[config.mk]
export PLATFORM = sky130hd
export DESIGN_NAME = branch_tracker
export DESIGN_NICKNAME = d
export VERILOG_FILES = /design/src/rtl/branch_tracker.sv
export SDC_FILE = /design/constraint.sdc
export NUM_CORES = 1
export LEC_CHECK = 0
export CAP_MARGIN = 15
export CORE_MARGIN = 5
export CORE_UTILIZATION = 68
export DETAILED_ROUTE_END_ITERATION = 10
export DONT_BUFFER_PORTS = 1
export GPL_ROUTABILITY_DRIVEN = 0
export GPL_TIMING_DRIVEN = 0
export HOLD_SLACK_MARGIN = 0.02
export PLACE_DENSITY = 0.81
export RECOVER_POWER = 25
export SYNTH_ARGS = -nofsm -noshare
export SYNTH_HDL_FRONTEND = slang
export SYNTH_SLANG_ARGS = --single-unit
[constraint.sdc]
create_clock -name clk -period 6.6 [get_ports clk]
set_clock_uncertainty 0.15 [all_clocks]
set_input_delay 1.32 -clock clk [delete_from_list [all_inputs] [get_ports clk]]
set_output_delay 1.32 -clock clk [all_outputs]
set_load 0.02 [all_outputs]
[src/rtl/branch_tracker.sv]
// In-order tracker of predicted branches between fetch and execute; checks each
// resolution against the oldest prediction and redirects fetch on a mispredict.
module branch_tracker #(
  parameter int WordSize      = 32,
  parameter int Depth         = 4,
  parameter int RecoverCycles = 2,
  parameter int CntWidth      = 16
) (
  input  logic                       clk,
  input  logic                       rst,
  input  logic                       enq_valid,
  output logic                       enq_ready,
  input  logic [WordSize-1:0]        enq_pc,
  input  logic [WordSize-1:0]        enq_target,
  input  logic                       enq_taken,
  input  logic                       res_valid,
  input  logic                       res_taken,
  output logic                       flush,
  output logic [WordSize-1:0]        npc,
  output logic [$clog2(Depth):0]     occupancy,
  output logic                       res_err,
  output logic [CntWidth-1:0]        mispredict_cnt
);

  localparam int PtrW = $clog2(Depth);
  localparam int RcW  = $clog2(RecoverCycles + 1);
  localparam logic [PtrW:0] FullCnt = (PtrW + 1)'(Depth);

  typedef enum logic {NORMAL, RECOVER} state_t;

  state_t               state;
  logic [PtrW-1:0]      head;
  logic [PtrW-1:0]      tail;
  logic [RcW-1:0]       rec_cnt;

  logic [WordSize-1:0]  pc_q     [Depth];
  logic [WordSize-1:0]  tgt_q    [Depth];
  logic                 taken_q  [Depth];

  logic                 enq_fire;
  logic                 res_fire;
  logic                 mismatch;
  logic                 pop;
  logic [WordSize-1:0]  redirect;

  // Ready depends only on registered state; the rst term keeps it low through reset.
  assign enq_ready = !rst && (state == NORMAL) && (occupancy != FullCnt);

  // NOTE: every signal gets a default before any condition, so no latch is inferred.
  always_comb begin
    enq_fire = enq_valid && enq_ready;
    res_fire = (state == NORMAL) && res_valid && (occupancy != '0);
    mismatch = res_fire && (res_taken != taken_q[head]);
    pop      = res_fire && !mismatch;
    // Actual next PC; on a correct prediction this equals the predicted one.
    redirect = res_taken ? tgt_q[head] : pc_q[head] + WordSize'(4);
  end

  // NOTE: the entry storage has no reset; head/tail/occupancy decide which slots are live.
  always_ff @(posedge clk) begin
    if (enq_fire) begin
      pc_q[tail]    <= enq_pc;
      tgt_q[tail]   <= enq_target;
      taken_q[tail] <= enq_taken;
    end
  end

  // NOTE: sequential state uses non-blocking assignments so all registers update together.
  always_ff @(posedge clk) begin
    if (rst) begin
      state          <= NORMAL;
      head           <= '0;
      tail           <= '0;
      occupancy      <= '0;
      rec_cnt        <= '0;
      flush          <= 1'b0;
      npc            <= '0;
      res_err        <= 1'b0;
      mispredict_cnt <= '0;
    end else begin
      flush   <= mismatch;
      res_err <= (state == NORMAL) && res_valid && (occupancy == '0);
      if (res_fire) npc <= redirect;

      if (mismatch) begin
        // Everything younger than the mispredicted branch is wrong-path, including a same-cycle enqueue.
        head      <= '0;
        tail      <= '0;
        occupancy <= '0;
        state     <= RECOVER;
        rec_cnt   <= RcW'(RecoverCycles);
        if (mispredict_cnt != '1) mispredict_cnt <= mispredict_cnt + CntWidth'(1);
      end else begin
        if (enq_fire) tail <= tail + PtrW'(1);
        if (pop)      head <= head + PtrW'(1);
        if (enq_fire && !pop)      occupancy <= occupancy + (PtrW + 1)'(1);
        else if (pop && !enq_fire) occupancy <= occupancy - (PtrW + 1)'(1);

        if (state == RECOVER) begin
          if (rec_cnt <= RcW'(1)) begin
            state   <= NORMAL;
            rec_cnt <= '0;
          end else begin
            rec_cnt <= rec_cnt - RcW'(1);
          end
        end
      end
    end
  end

endmodule

== Word-level counts from Yosys, hierarchy flattened ==
Memory sizes are Yosys's and may differ from the RTL's. A register that Yosys moved wholly into a read port is not among the register bits.
Cells that the tools add are included.

* Bits in latches: 0
* Word-level logic and storage cells: 62
* Bits in writable memories: 260
* Register bits after elaboration: 60
* ROM bits: 0
* Output and inout port bits: 54
* Memories kept: 3

{| class="wikitable"
|+ Memory list
! name !! depth !! width !! read ports !! clocked after Yosys merged registers in !! write ports !! line !! RTL
|-
| pc_q || 4 || 32 || 1 || 1 || 1 || 36 || <nowiki>logic [WordSize-1:0] pc_q [Depth];</nowiki>
|-
| tgt_q || 4 || 32 || 1 || 1 || 1 || 37 || <nowiki>logic [WordSize-1:0] tgt_q [Depth];</nowiki>
|-
| taken_q || 4 || 1 || 1 || 1 || 1 || 38 || <nowiki>logic taken_q [Depth];</nowiki>
|}

* Bitwise logic cells: 1
* Div/mod/pow operators: 0
* $add $sub $neg: 7
* Order comparisons: 1
* Multiply operators: 0
* Reductions and logical operators: 20
* Equality and inequality tests: 3
* Shift-type cells: 0
* Multiplexer cells: 17

{| class="wikitable"
|+ Operator list
! kind !! number
|-
| $add A32 B3 Y32 const B || 1
|-
| $mux W32 || 1
|-
| $mux W2 || 9
|-
| $add A16 B1 Y16 const B || 1
|-
| $ne A16 B16 Y1 const B || 1
|-
| $logic_and A1 B1 Y1 || 10
|-
| $mux W3 || 2
|-
| $mux W1 || 5
|-
| $add A2 B1 Y2 const B || 2
|-
| $logic_not A1 Y1 || 4
|-
| $reduce_bool A2 Y1 || 2
|-
| $add A3 B1 Y3 const B || 1
|-
| $logic_not A3 Y1 || 1
|-
| $ne A3 B3 Y1 const B || 1
|-
| $reduce_bool A3 Y1 || 1
|-
| $sub A3 B1 Y3 const B || 1
|-
| $le A2 B1 Y1 const B || 1
|-
| $reduce_and A2 Y1 || 1
|-
| $reduce_or A2 Y1 || 1
|-
| $sub A2 B1 Y2 const B || 1
|-
| $ne A1 B1 Y1 || 1
|-
| $not A1 Y1 || 1
|}

== Logic depth before layout (Yosys ltp) ==
Gate-level depths: netlist of the first run.

* Word-level depth: 9
* Depth in mapped cells: 12
* Gate-level depth less buffers: 10

== Worst setup path after synthesis of the first run ==
OpenSTA, ideal clock, no wires.

* Kind: input -> register
* Start: input port rst
* End: memory pc_q[0][0] (enable)
* Path slack: 2.104 ns
* Data required time: 6.020 ns
* Cell stages on the path: 3
* Data arrival time: 3.916 ns
* Cell sequence: clkbuf_1 > a211oi_1 > and3_1

* Word-level cells in the longest chain between the ends: 6

{| class="wikitable"
|+ Ends and longest elaborated chain
! element !! line !! RTL
|-
| start: declaration || 10 || <nowiki>input logic rst,</nowiki>
|-
| $logic_not A1 Y1 || 47 || <nowiki>assign enq_ready = !rst && (state == NORMAL) && (occupancy != FullCnt);</nowiki>
|-
| $logic_and A1 B1 Y1 (2 in a row) || 47 ||
|-
| net enq_ready || 12 || <nowiki>output logic enq_ready,</nowiki>
|-
| $logic_and A1 B1 Y1 || 51 || <nowiki>enq_fire = enq_valid && enq_ready;</nowiki>
|-
| $mux W1 || 61 || <nowiki>if (enq_fire) begin</nowiki>
|-
| $mux W1 (not written as such) || 62 || <nowiki>pc_q[tail] <= enq_pc;</nowiki>
|-
| end: declaration || 36 ||
|}

The timed path passes the listed nets, and every way through them passes these cells.

== Worst setup path after layout of the first run ==
* Start: input port rst
* End: output port enq_ready

* Word-level cells in the longest chain between the ends: 3

{| class="wikitable"
|+ Ends and longest elaborated chain
! element !! line
|-
| $logic_not A1 Y1 || 47
|-
| $logic_and A1 B1 Y1 (2 in a row) || 47
|-
| end: declaration || 12
|}

No other way between the ends.

==> results of run 1 <==
==> kinds of logic after synthesis <==
| family | count (synthesis) | synth area share |
|---|---|---|
| AND/OR/NAND/NOR | 159 | 0.0667 |
| buffers and inverters | 47 | 0.0177 |
| AO/OA/AOI/OAI | 68 | 0.0360 |
| adder cells (fa/ha/maj) | 8 | 0.00852 |
| XOR/XNOR | 47 | 0.0326 |
| multiplexers | 72 | 0.122 |
| flip-flops | 322 | 0.717 |
==> metrics by stage <==
| step | std cells | setup WS (ns) | cell area, um2 | total power [mW] | util |
|---|---|---|---|---|---|
| CTS | 1013 | 2.51 | 14000 | 5.17 | 0.772 |
| global route | 1015 | 2.76 | 14000 | 5.35 | 0.772 |
| detailed placement | 956 | 2.14 | 13000 | 3.50 | 0.718 |
| finish | 1015 | 2.74 | 14000 | 5.15 | 0.772 |
| floorplan | 723 | 2.10 | 12600 | 3.24 | - |
| global placement | 952 | 0.719 | 12900 | 3.45 | 0.711 |
==> state kept, by name, summed over array words and instances, names as in the netlist, named ones only <==
register,cells
tgt_q,128
state,1
occupancy,3
res_err,1
pc_q,128
tail,2
flush,1
rec_cnt,2
taken_q,4
head,2
mispredict_cnt,16
npc,32
==> cells in the final DEF (no fill, tap or decap), types with 8 or more instances in the layout <==
cell       netlist  final
edfxtp_1       260    260
mux4_2          65     65
dfxtp_1         62     62
nor2_1          42     42
clkbuf_1        20     34
nand2_1         31     31
clkbuf_16        0     31
xnor2_1         27     27
xor2_1          20     20
nand4_1         15     15
nand3_1         14     14
o22ai_1         13     13
nor3_1          12     12
a22oi_1         12     12
a21oi_1         12     12
a211oi_1        11     11
inv_1           10     10
buf_2            8      9
o21ai_0          8      8
==> worst max path at each step <==
stage / startpoint / to / slack, ns / cells after the start
2_1_floorplan: rst / pc_q[0][0] / 2.10 / 3
3_3_place_gp: rst / pc_q[2][22] / 0.72 / 3
3_5_place_dp: rst / occupancy[2] / 2.14 / 11
4_1_cts: rst / enq_ready / 2.51 / 2
5_1_grt: rst / enq_ready / 2.76 / 3
6_report: rst / enq_ready / 2.74 / 3
==> cell type report <==
class,instances,area share
well taps,229,0.0204
plain buffers,36,0.0130
flip-flops and latches,322,0.646
inverters,11,0.00295
repair buffers,6,0.00875
clock inverters,9,0.00687
clock buffers,48,0.0620
multi-input cells,354,0.240
==> worst max-delay path, delay by kind of cell <==
kind,cells,cell delay (ns)
buffers and inverters,2,0.50
AO/OA/AOI/OAI,1,0.58
==> per-layer routing <==
layer  GRT usage  vias to the layer above  part of all wire
met5           0                        -                 0
met4      0.0527                        0             0.016
met1       0.319                     3391              0.36
li1            -                     2933                 -
met2       0.424                      355              0.51
met3      0.0902                       39              0.11
==> power by group through the flow <==
stage	clock network [mW]	logic, mW	registers, mW
3_5_place_dp	0	0.851	2.65
5_1_grt	1.80	0.935	2.62
2_1_floorplan	0	0.646	2.59
3_3_place_gp	0	0.809	2.64
6_report	1.67	0.868	2.61
4_1_cts	1.70	0.864	2.61
==> results.toml, run 1 <==
[outcome]
outcome = "completed"

[die]
floorplan.die_area_um2 = 21400
floorplan.die.width_um = 146
die_y_um = 146
coreArea_um2 = 18100
initial_utilization = 0.696
floorplan.io_pins = 124
floorplan_row_count = 49

[drt]
first_pass_iters = 5
vias_per_cell = 6.62
route.final.wire_length_um = 27000
drtAntennaViolNets = 0
detailroute.via_count = 6718
drt_iter0_markers = 667
drc = 0
final_routed_wire_length_divided_by_cell_count_um = 26.6

[pwr]
power.sequential.fraction = 0.507
vdd_drop_max_mv = 0.280
power_switching_share = 0.272
p_leak_nw = 4.39
p_clk_frac = 0.325
cellInternalPower_mw = 3.75
comb_power_share = 0.168
total_switching_power_mw = 1.40
power_density_nw_per_um2 = 368

[timing]
maxSlewHeadroom = 0.473
setup_tns_ns = 0
slew_violations = 0
final-setup-viol-count = 0
whs_ns = 0.342
min_period_ns = 3.86
max_slew.worst_pin.slew_ns = 0.790
max_freq_ghz = 0.259
unrepaired_setup_endpoints_after_global_routing = "false"
post-route-period-util = 0.585
finalHoldViolCount = 0

[grt]
global_route_wire_length_before_repair_um = 40800
globalRouteTotalUtil = 0.251
grt_antenna_before_repair = 0
grt_max_degree = 57
grt.overflow.total = 0
vias_in_the_first_global_route = 6888

[setup_path]
count_of_cells_along_the_worst_register_to_register_path = 11
timing.setup.critical_path_class = "in2out"
worst-r2r-setup-slack_ns = 3.49
cp.arrival_ns = 2.39
crit_chain = "clkbuf_1 > a211oi_1 > buf_2"
setup.worst_path.start_class = "input port"
r2r_end = "occupancy[2]"
critical_path.max_fanout = 7
max_stage_delay_ns = 0.58
worstReg2RegStart = "occupancy[0]"
worst_setup_path_end_kind = "primary output"
critPathSlowestCell = "a211oi_1"
timing.critical_path.required_ns = 5.13

[logic_synthesis]
postSynth.asyncResetShare = 0
synth.top_cell.area_share = 0.619
postSynthCellCount = 723
yosys-top-cells-area = "edfxtp_1, mux4_2, dfxtp_1"
synth.net_count = 801
yosysWarnings = 0
number_of_synthesized_flops_with_an_enable_pin = 260
post-synth-top-count-cell = "edfxtp_1"
synth_seq_cells = 322
mappedNetlistArea_um2 = 12600
synthesis.area_per_instance_um2 = 17.5
ys_types = 51
synth.yosys.seq_area_share = 0.717
synth_area_leader_cell = "edfxtp_1"
netlist_top_cells_count = "edfxtp_1, mux4_2, dfxtp_1, nor2_1, nand2_1"
synth_top_flop_cell = "edfxtp_1"

[cts]
cts_buffers = 31
post-cts-setup-buffer-count = 0
cts.sinks = 322
clockRootBuffer = "clkbuf_16"
clock_insertion_delay_at_the_later_pin_of_the_skew_report_ns = 0.56
cts_htree_levels = 1
cts_hold_buf = 0
cts-root-to-sink-buffers = 3
clk_pin_slew_worst_paths_ns = 0.06
cts_resized = 0
tritoncts = "done"

[cells_and_area]
multi_input_area_um2 = 3370
area_delta_synth_final_pct = 11.1
num_antenna_cells = 0
final-seq-area_um2 = 9050
net_count_reported_at_finish = 840
filler_cell_count = 992
final_layout_size_suffix_gt1_frac = 0.182

[min_path]
holdPathEnd = "rec_cnt[1]"
holdCritPathClass = "reg2reg"
min_from = "rec_cnt[1]"
timing.hold.worst_path_depth = 2

[placement]
place_hpwl_um = 17700
port_buffers = 0

[run]
maxCapViolCount = 0
Power figures use the tool's default switching activity.
==> run 2, diff against run 1 <==
--- a/config.mk
+++ b/config.mk
@@ -7,13 +7,13 @@
 export LEC_CHECK = 0
 export CAP_MARGIN = 15
 export CORE_MARGIN = 5
-export CORE_UTILIZATION = 68
+export CORE_UTILIZATION = 57
 export DETAILED_ROUTE_END_ITERATION = 10
 export DONT_BUFFER_PORTS = 1
 export GPL_ROUTABILITY_DRIVEN = 0
 export GPL_TIMING_DRIVEN = 0
 export HOLD_SLACK_MARGIN = 0.02
-export PLACE_DENSITY = 0.81
+export PLACE_DENSITY = 0.72
 export RECOVER_POWER = 25
 export SYNTH_ARGS = -nofsm -noshare
 export SYNTH_HDL_FRONTEND = slang
==> constraint.sdc (replaced) <==
create_clock -name clk -period 3.4 [get_ports clk]
set_clock_uncertainty 0.15 [all_clocks]
set_input_delay 0.68 -clock clk [delete_from_list [all_inputs] [get_ports clk]]
set_output_delay 0.68 -clock clk [all_outputs]
set_load 0.02 [all_outputs]
==> run 2 against run 1 <==
Hold slack lost 0.22 ns; final area increased by 1.7%; cell count grew 5.4%; critical path type is now reg2reg; critical endpoint is now occupancy[2]; highest routed layer unchanged.
==> results.toml, run 2 (synthesis gave the netlist of run 1 again) <==
[setup_path]
timing.critical_path.to = "occupancy[2]"
count_of_cells_along_the_worst_register_to_register_path = 11
critical_path.most_common_cell = "nor2_1"
crit_chain = "nor2_1 > a211oi_2 > and2_1 > clkbuf_1 > ha_1 > inv_1 > fa_1 > xor2_1 > nor2_1 > xnor2_1 > nor2_1"
worst_setup_path_end_kind = "flop"
r2r_end = "occupancy[2]"
setup.worst_path.start = "occupancy[0]"
critical_path.max_fanout = 6
timing.setup.critical_path_class = "reg2reg"
setup.worst_path.start_class = "flop"
critical_path_buf_inv_count = 2
timing.critical_path.required_ns = 3.62
cp.arrival_ns = 3.38
critPathSlowestCell = "a211oi_2"
worst-r2r-setup-slack_ns = 0.25
worstReg2RegStart = "occupancy[0]"
timing.critical_path.depth = 11
max_stage_delay_ns = 0.65
cp_top_family = "compound AO/OA/AOI/OAI gates"

[drt]
first_pass_iters = 6
drtAntennaViolNets = 0
vias_per_cell = 6.16
detailroute.via_count = 6594
final_routed_wire_length_divided_by_cell_count_um = 24.5
route.final.wire_length_um = 26300
drc = 0
drt_iter0_markers = 574

[cts]
clockRootBuffer = "clkbuf_16"
tritoncts = "done"
clock_insertion_delay_at_the_later_pin_of_the_skew_report_ns = 0.50
cts-root-to-sink-buffers = 3
post-cts-setup-buffer-count = 0
cts.sinks = 322
cts_buffers = 34
clk_pin_slew_worst_paths_ns = 0.06
cts_htree_levels = 2

[pwr]
vdd_drop_max_mv = 0.444
p_leak_nw = 4.48
power_density_nw_per_um2 = 738

[die]
die_y_um = 159
floorplan_row_count = 54
floorplan.die.width_um = 159
floorplan.die_area_um2 = 25200
coreArea_um2 = 21800
floorplan.io_pins = 124
initial_utilization = 0.578

[placement]
placedInstanceArea_um2 = 13100
preCtsSetupSlack_ns = -0.365
place_hpwl_um = 18100
port_buffers = 0
placed_cells_incl_taps = 1007

[grt]
grt.overflow.total = 0
grt_antenna_before_repair = 0
grt_max_degree = 38
vias_in_the_first_global_route = 6909
global_route_wire_length_before_repair_um = 40400
globalRouteTotalUtil = 0.207

[timing]
slew_violations = 0
final-setup-viol-count = 0
timing.final.ws_setup_ns = 0.247
whs_ns = 0.118
post-route-period-util = 0.927
min_period_ns = 3.15
unrepaired_setup_endpoints_after_global_routing = "false"
finalHoldViolCount = 0
max_freq_ghz = 0.317
max_slew.worst_pin.slew_ns = 0.780
maxSlewHeadroom = 0.480
setup_tns_ns = 0

[cells_and_area]
mostFrequentLayoutCell = "edfxtp_1"
most-common-layout-cells = "edfxtp_1, mux4_2, dfxtp_1, nor2_1, clkbuf_16"
net_count_reported_at_finish = 842
largestRegisters = "pc_q: 128 flops, tgt_q: 128 flops, npc: 32 flops"
final-instance-count-excl-fill = 1070
finalInstanceArea_um2 = 14300
num_antenna_cells = 0
final_layout_size_suffix_gt1_frac = 0.190
area_delta_synth_final_pct = 13.0

[run]
maxCapViolCount = 0

[outcome]
outcome = "completed"

[min_path]
holdCritPathClass = "in2reg"
## run 2: cell count changes in the layout (fill, tap and decap cells not counted), moves of 2 or more
cell       previous run  this run
buf_12                0         4
buf_16                4         0
bufinv_16             2         5
clkbuf_1             34        29
clkbuf_16            31        37
clkbuf_8              3         1
clkinv_1              2         5
## run 2: per-stage QoR
stage,utilization,power (mW)
floorplan,-,6.28
detailed placement,0.599,6.80
global route,0.653,10.9
global placement,0.595,6.72
CTS,0.653,10.6
finish,0.653,10.5
## run 2: worst min-delay path by stage
stage          startpoint     endpoint  slack (ns)  depth (start not counted)
6_report       enq_pc[20]  pc_q[3][20]        0.12                          0
2_1_floorplan  rec_cnt[1]   rec_cnt[1]        0.30                          2
4_1_cts        enq_pc[19]  pc_q[2][19]        0.09                          0
5_1_grt        enq_pc[21]  pc_q[1][21]         0.1                          0
3_3_place_gp   rec_cnt[1]   rec_cnt[1]        0.31                          2
3_5_place_dp   rec_cnt[1]        state        0.33                          2
## run 2: area by class of cell
cell class,instances,area (um2)
clock inverter,15,201
tap,280,350
multi-input combinational,354,3370
inverter,11,41.3
fill,1468,7560
clock buffer,47,973
timing repair buffer,5,87.6
buffer,36,183
sequential,322,9050
## run 2: report_power, final
| group | total [mW] | switching [mW] | leakage [nW] | internal [mW] |
|---|---|---|---|---|
| clock network | 3.82 | 1.43 | 0.573 | 2.39 |
| logic | 1.66 | 0.913 | 1.04 | 0.743 |
| registers | 5.06 | 0.422 | 2.86 | 4.63 |
| total | 10.5 | 2.76 | 4.48 | 7.77 |
## run 2: timing repair
action,CTS,global route
hold endpoints to repair,0,0
hold buffers,0,0
endpoints found under the setup margin,1,0
resized for setup,1,0
## run 2: per-layer routing
layer	vias up	wire, um	track usage	share of wire
met5	-	0	0	0
met4	0	821	0.0759	0.031
li1	2937	-	-	-
met1	3354	10000	0.253	0.38
met2	243	13100	0.344	0.50
met3	60	2300	0.0734	0.088
